<file path="src/rtl/m1_bus_master.sv">
// m1_bus_master: Avalon-MM slave that runs one asynchronous external bus
// cycle (SETUP -> PULSE -> HOLD) per accepted command. Chip select comes from
// avs_address[23:22]. The strobe pulse stretches while the synchronised
// ext_waitn is low.
// Optional feature macro: M1_BUS_TIMEOUT_EN. It bounds the ext_waitn stretch
// with a 20-bit counter. On expiry it returns 32'hDEADBEEF for reads and
// pulses timeout_err.
module m1_bus_master #(
    parameter int unsigned SETUP_CYC = 2,
    parameter int unsigned PULSE_CYC = 6,
    parameter int unsigned HOLD_CYC  = 2
) (
    input  logic        q_clock,
    input  logic        q_reset,
    input  logic [23:0] avs_address,
    input  logic [31:0] avs_writedata,
    input  logic [3:0]  avs_byteenable,
    input  logic        avs_write,
    input  logic        avs_read,
    output logic [31:0] avs_readdata,
    output logic        avs_readdatavalid,
    output logic        avs_waitrequest,
    output logic [3:0]  ext_csn,
    output logic [21:0] ext_addr,
    output logic [3:0]  ext_ben,
    output logic        ext_rdn,
    output logic        ext_wrn,
    output logic [31:0] ext_dout,
    output logic        ext_doe,
    input  logic [31:0] ext_din,
    input  logic        ext_waitn,
    output logic        timeout_err
);

    localparam logic [1:0] ST_IDLE  = 2'd0;
    localparam logic [1:0] ST_SETUP = 2'd1;
    localparam logic [1:0] ST_PULSE = 2'd2;
    localparam logic [1:0] ST_HOLD  = 2'd3;

    // Last value of the shared phase counter for each timed phase.
    localparam logic [5:0] SETUP_LAST = 6'(SETUP_CYC - 1);
    localparam logic [5:0] PULSE_LAST = 6'(PULSE_CYC - 1);
    localparam logic [5:0] HOLD_LAST  = 6'(HOLD_CYC - 1);

    localparam logic [31:0] TIMEOUT_DATA = 32'hDEAD_BEEF;

    logic [1:0] state_r;
    logic [1:0] state_next_s;
    logic [5:0] cnt_r;
    logic [5:0] cnt_next_s;
    logic       is_read_r;
    logic       waitn_meta_r;
    logic       waitn_sync_r;
    logic       accept_s;
    logic       pulse_last_s;
    logic       waiting_s;
    logic       leave_pulse_s;
    logic       tmo_hit_s;

    // One-hot active-low chip select decode of the two top address bits.
    function automatic logic [3:0] cs_decode(input logic [1:0] sel);
        logic [3:0] csn;
        case (sel)
            2'd0:    csn = 4'b1110;
            2'd1:    csn = 4'b1101;
            2'd2:    csn = 4'b1011;
            2'd3:    csn = 4'b0111;
            default: csn = 4'b1111;
        endcase
        return csn;
    endfunction

    // A command is taken only in IDLE. A read wins when both strobes are high.
    assign accept_s     = (state_r == ST_IDLE) && (avs_read || avs_write);
    assign pulse_last_s = (cnt_r == PULSE_LAST);
    // The minimum pulse width has elapsed but the target still asks us to wait.
    assign waiting_s    = (state_r == ST_PULSE) && pulse_last_s && !waitn_sync_r;

    // Two-flop synchroniser for the asynchronous ext_waitn input; it idles high.
    always_ff @(posedge q_clock or posedge q_reset) begin
        if (q_reset) begin
            waitn_meta_r <= 1'b1;
            waitn_sync_r <= 1'b1;
        end else begin
            waitn_meta_r <= ext_waitn;
            waitn_sync_r <= waitn_meta_r;
        end
    end

`ifdef M1_BUS_TIMEOUT_EN
    logic [19:0] tmo_cnt_r;

    // Count the cycles spent stretching the strobe. Clear the count when not stretching.
    always_ff @(posedge q_clock or posedge q_reset) begin
        if (q_reset) begin
            tmo_cnt_r <= 20'd0;
        end else if (waiting_s) begin
            tmo_cnt_r <= tmo_cnt_r + 20'd1;
        end else begin
            tmo_cnt_r <= 20'd0;
        end
    end

    assign tmo_hit_s = waiting_s && (tmo_cnt_r == 20'hF_FFFF);

    // One-cycle abort flag, registered with the PULSE exit.
    always_ff @(posedge q_clock or posedge q_reset) begin
        if (q_reset) begin
            timeout_err <= 1'b0;
        end else begin
            timeout_err <= tmo_hit_s;
        end
    end
`else
    // No bound on the wait. The strobe stays stretched until ext_waitn returns.
    assign tmo_hit_s   = 1'b0;
    assign timeout_err = 1'b0;
`endif

    // Next-state and phase-counter logic for the IDLE/SETUP/PULSE/HOLD sequence.
    always_comb begin
        state_next_s  = state_r;
        cnt_next_s    = cnt_r;
        leave_pulse_s = 1'b0;
        case (state_r)
            ST_IDLE: begin
                if (accept_s) begin
                    state_next_s = ST_SETUP;
                    cnt_next_s   = 6'd0;
                end else begin
                    state_next_s = ST_IDLE;
                    cnt_next_s   = 6'd0;
                end
            end
            ST_SETUP: begin
                if (cnt_r == SETUP_LAST) begin
                    state_next_s = ST_PULSE;
                    cnt_next_s   = 6'd0;
                end else begin
                    state_next_s = ST_SETUP;
                    cnt_next_s   = cnt_r + 6'd1;
                end
            end
            ST_PULSE: begin
                if (!pulse_last_s) begin
                    state_next_s = ST_PULSE;
                    cnt_next_s   = cnt_r + 6'd1;
                end else if (waitn_sync_r || tmo_hit_s) begin
                    state_next_s  = ST_HOLD;
                    cnt_next_s    = 6'd0;
                    leave_pulse_s = 1'b1;
                end else begin
                    // Stretch: keep the counter parked on the last counted cycle.
                    state_next_s = ST_PULSE;
                    cnt_next_s   = cnt_r;
                end
            end
            ST_HOLD: begin
                if (cnt_r == HOLD_LAST) begin
                    state_next_s = ST_IDLE;
                    cnt_next_s   = 6'd0;
                end else begin
                    state_next_s = ST_HOLD;
                    cnt_next_s   = cnt_r + 6'd1;
                end
            end
            default: begin
                state_next_s = ST_IDLE;
                cnt_next_s   = 6'd0;
            end
        endcase
    end

    // State and phase counter registers.
    always_ff @(posedge q_clock or posedge q_reset) begin
        if (q_reset) begin
            state_r <= ST_IDLE;
            cnt_r   <= 6'd0;
        end else begin
            state_r <= state_next_s;
            cnt_r   <= cnt_next_s;
        end
    end

    // Latch the accepted command straight into the bus output registers.
    // Hold them for the whole transfer and release them on the return to IDLE.
    always_ff @(posedge q_clock or posedge q_reset) begin
        if (q_reset) begin
            is_read_r <= 1'b0;
            ext_csn   <= 4'hF;
            ext_addr  <= 22'd0;
            ext_ben   <= 4'hF;
            ext_dout  <= 32'd0;
            ext_doe   <= 1'b0;
        end else if (accept_s) begin
            is_read_r <= avs_read;
            ext_csn   <= cs_decode(avs_address[23:22]);
            ext_addr  <= avs_address[21:0];
            ext_ben   <= ~avs_byteenable;
            ext_dout  <= avs_read ? 32'd0 : avs_writedata;
            ext_doe   <= !avs_read;
        end else if (state_next_s == ST_IDLE) begin
            is_read_r <= 1'b0;
            ext_csn   <= 4'hF;
            ext_addr  <= 22'd0;
            ext_ben   <= 4'hF;
            ext_dout  <= 32'd0;
            ext_doe   <= 1'b0;
        end else begin
            is_read_r <= is_read_r;
            ext_csn   <= ext_csn;
            ext_addr  <= ext_addr;
            ext_ben   <= ext_ben;
            ext_dout  <= ext_dout;
            ext_doe   <= ext_doe;
        end
    end

    // The read or write strobe is low exactly while the machine sits in PULSE.
    always_ff @(posedge q_clock or posedge q_reset) begin
        if (q_reset) begin
            ext_rdn <= 1'b1;
            ext_wrn <= 1'b1;
        end else begin
            ext_rdn <= !((state_next_s == ST_PULSE) && is_read_r);
            ext_wrn <= !((state_next_s == ST_PULSE) && !is_read_r);
        end
    end

    // Avalon response: busy outside IDLE. Read data is captured when PULSE ends.
    always_ff @(posedge q_clock or posedge q_reset) begin
        if (q_reset) begin
            avs_waitrequest   <= 1'b0;
            avs_readdatavalid <= 1'b0;
            avs_readdata      <= 32'd0;
        end else begin
            avs_waitrequest   <= (state_next_s != ST_IDLE);
            avs_readdatavalid <= leave_pulse_s && is_read_r;
            if (leave_pulse_s && is_read_r) begin
                avs_readdata <= tmo_hit_s ? TIMEOUT_DATA : ext_din;
            end else begin
                avs_readdata <= avs_readdata;
            end
        end
    end

endmodule
</file>
<file path="config.mk">
export PLATFORM = sky130hd
export DESIGN_NAME = m1_bus_master
export DESIGN_NICKNAME = d
export VERILOG_FILES = /design/src/rtl/m1_bus_master.sv
export SDC_FILE = /design/constraint.sdc
export NUM_CORES = 1
export LEC_CHECK = 0
export BUFFER_PORTS_ARGS = -buffer_cell sky130_fd_sc_hd__buf_2
export CORE_MARGIN = 2
export CORE_UTILIZATION = 36
export CTS_CLUSTER_DIAMETER = 30
export DETAILED_ROUTE_END_ITERATION = 10
export GPL_TIMING_DRIVEN = 0
export MAX_ROUTING_LAYER = met4
export PLACE_DENSITY = 0.64
export SLEW_MARGIN = 40
export SYNTH_ARGS = -nofsm -noshare
export SYNTH_HDL_FRONTEND = slang
export SYNTH_SLANG_ARGS = --single-unit
</file>
<file path="constraint.sdc">
create_clock -name q_clock -period 4.3 [get_ports q_clock]
set_input_delay 0.215 -clock q_clock [delete_from_list [all_inputs] [get_ports q_clock]]
set_output_delay 0.215 -clock q_clock [all_outputs]
set_load 0.01 [all_outputs]
</file>
==> run summary <==
## Outcome
• completed — status

## Synth
• 4192 µm² — Netlist Area Pre-Place
• 14.55 µm² — Avg Inst Size Synth
• 0.5851 — proportion of netlist area held by the largest area contributor
• dfrtp_1 — most used flip-flop cell after synthesis
• 110 — synthesis-stage register bit count
• 0 — yosys synthesis warning count
• 1.000 — ys async rst share
• 288 — cell count after synthesis
• 387 — synthesized net count
• dfrtp_1 59%, a22o_1 11%, mux2_2 8.6% — largest cells by area after synthesis
• 0 — count of flip-flops with a built-in enable after synthesis
• 42 — Unique masters post-synth
• 0.6603 — share of synthesized area occupied by flip-flops and latches
• dfrtp_1 — post-synth top area cell

## Placement
• 7398 µm — final HPWL from detailed placement
• 1.788 ns — Worst Setup Slack post-DPL
• 0.8084 — routability congestion estimate
• 195 — # port buffers

## Detailed routing
• 15.64 µm — routed len/inst
• 10090 µm — overall routed net length
• 4.884 — Via-to-Cell Ratio
• 3150 — routed via count
• 0 — antenna-violating nets left
• 4 — first drt pass iteration count
• 139 — iteration-0 DRC count of the detailed router
• 0 — DRC violation count after routing

## CTS
• 110 — Clock Sinks
• 3 — Clock H-tree levels
• 0.34 ns — insertion delay to the later sink of the worst-skew pair
• 2 — CTS Buffer Depth
• done — TritonCTS clock tree
• 0 — number of gates given a new drive strength after cts
• 9 — TritonCTS Buffers
• 0.07 ns — Worst-path clk slew
• clkbuf_16 — Root Buffer Master

## Global route
• 0 — initial antenna violation count
• 0 — remaining global-route overflow
• 0.1654 — gr usage total
• 3254 — number of global-route vias before repair
• 16100 µm — global-route wire length before repair
• 61 — maximum number of pins on one net before global-route repair

## Die
• 197 — # IOs
• 11370 µm² — area inside the core boundary
• 12520 µm² — Die Footprint
• 111.9 µm — DIE HEIGHT
• 0.3687 — initial standard-cell utilization of the core
• 111.9 µm — DIE WIDTH
• 39 — Site Rows

## Critical path
• 10 — biggest fanout along the worst timing path
• avs_readdata[16] — capturing point of the worst reg2reg path
• cnt_r[0] — Reg-to-Reg Start
• 2.72 ns — CP Data Arrival Time
• 4.52 ns — CP Data Required Time
• reg2reg — type of the setup path with the least slack
• 1.80 ns — minimum setup slack among reg-to-reg paths
• register — Worst setup EP type
• 6 — R2R depth
• register — Setup crit start kind

## Flow run
• 0 — Maximum Capacitance Violations

## Min path
• in2reg — type of the tightest min-delay check
• ext_ben[2] — capture endpoint of the worst hold path
• 2 — worst hold path cell count
• avs_byteenable[2] — startpoint of the worst hold path

## Power and ir drop
• 0.004085 W — post-layout power
• 716.3 nW/µm² — PwrDens
• 2.968 nW — LEAKAGE
• 322.3 µV — VDD IR-drop max

## Timing
• 0.01176 ns — Setup Skew
• 2.498 ns — post-layout min period
• 0 — final count of pins violating max slew
• 1.802 ns — min setup slack post-route
• 0.7110 ns — Tightest Pin Transition
• 0.5232 — relative slew slack
• 0.4003 GHz — Max Fclk
• 0 — final-report setup violation count
• 0.02034 ns — worst hold slack across all endpoints
• 0.5810 — period utilization
• 0 — hold violation count in the final report
• no — setup repair after global routing missed its margin

## Final layout
• 597 — Net count, final
• 0.5398 — proportion of layout cells with a drive suffix above 1
• 36.06% — layout overhead on the synthesized area
• 0.5016 — final core utilization
• 0 — Antenna diodes
• 996 — count of filler cells inserted in the layout

-- synth_stat cells, drive strengths merged (3+ instances only) --
library cell / number
dfrtp: 98
buf: 9
mux2: 32
dfstp: 12
nor2: 4
a2bb2oi: 4
nand3: 5
a21oi: 3
inv: 6
xor2: 3
o21ai: 5
clkbuf: 12
a22o: 54
nand2: 5
-- flip-flops by register name, summed over array words and instances (netlist names), 2 cells and up --
name          cells
cnt_r             6
avs_readdata     32
ext_dout         32
ext_csn           4
ext_addr         22
ext_ben           4
state_r           2
-- cells in the final DEF, fill, tap and decap left out, types with 5 or more instances in the layout --
cell,n
mux2_2,32
o21ai_0,5
inv_1,5
buf_2,200
a22o_1,54
clkbuf_16,9
nand2_1,5
nand3_1,5
dfrtp_1,98
clkbuf_1,12
dfstp_2,12
-- worst max-delay path: stages (launching register included) --
cell and delay (ns):
dfrtp_1 0.45, ha_1 0.21, or4b_1 0.42, buf_2 0.19
nor4_4 0.53, buf_6 0.23, mux2_2 0.34
-- power by group --
part           leakage [nW]  switching (W)  internal [W]
clock network         0.127       0.000360      0.000405
logic                  1.44       0.000849      0.000751
registers              1.40       0.000227       0.00149
-- worst max-delay path by stage --
stage,from,end,slack [ns],depth (start not counted)
finish,cnt_r[0],avs_readdata[16],1.80,6
global route,cnt_r[1],avs_readdata[12],1.64,7
CTS,cnt_r[1],avs_readdata[16],1.76,7
detailed placement,cnt_r[0],avs_readdata[19],1.79,6
global placement,q_reset,ext_addr[14],-0.006,2
floorplan,q_reset,avs_readdata[0],1.20,1
-- layer usage --
layer,share of wire,track usage
met1,0.46,0.2183
met4,0.017,0.06502
met2,0.46,0.2549
met3,0.064,0.02994
met5,0,-
-- through the flow --
stage | area [µm²] | cells | TNS [ns]
3_3_place_gp | 5346 | 626 | -0.2795
6_report | 5703 | 645 | 0
4_1_cts | 5703 | 645 | 0
2_1_floorplan | 4192 | 288 | 0
5_1_grt | 5703 | 645 | 0
3_5_place_dp | 5398 | 627 | 0
-- cells by family (layout without fill, tap and decap cells) --
family	after synthesis	count (layout)	share of synthesized area
xor gates and xnor gates	3	3	0.006270
buffers and inverters	27	241	0.03194
other	1	1	0.0008947
muxes	33	33	0.08836
adders and majority gates	2	2	0.005969
and+or+nand+nor	30	30	0.04448
DFF	110	110	0.6603
AOI/OAI and AO/OA	82	82	0.1618
-- cell type report --
cell class                      instances  area [µm²]  area share
Tap cell                              143       178.9     0.03137
Clock buffer                           10       239.0     0.04190
Timing Repair Buffer                  199        1033      0.1812
Sequential cell                       110        2768      0.4853
Multi-Input combinational cell        151        1306      0.2290
Buffer                                 21       111.4     0.01953
Inverter                                6       30.03    0.005265
Clock inverter                          5       36.28    0.006362
-- timing repair --
item                                   4_1_cts  5_1_grt
endpoints found under the hold margin       49        0
hold buffers                                 3        0
buffers inserted                             0        0
(Power assumes the default switching activity.)
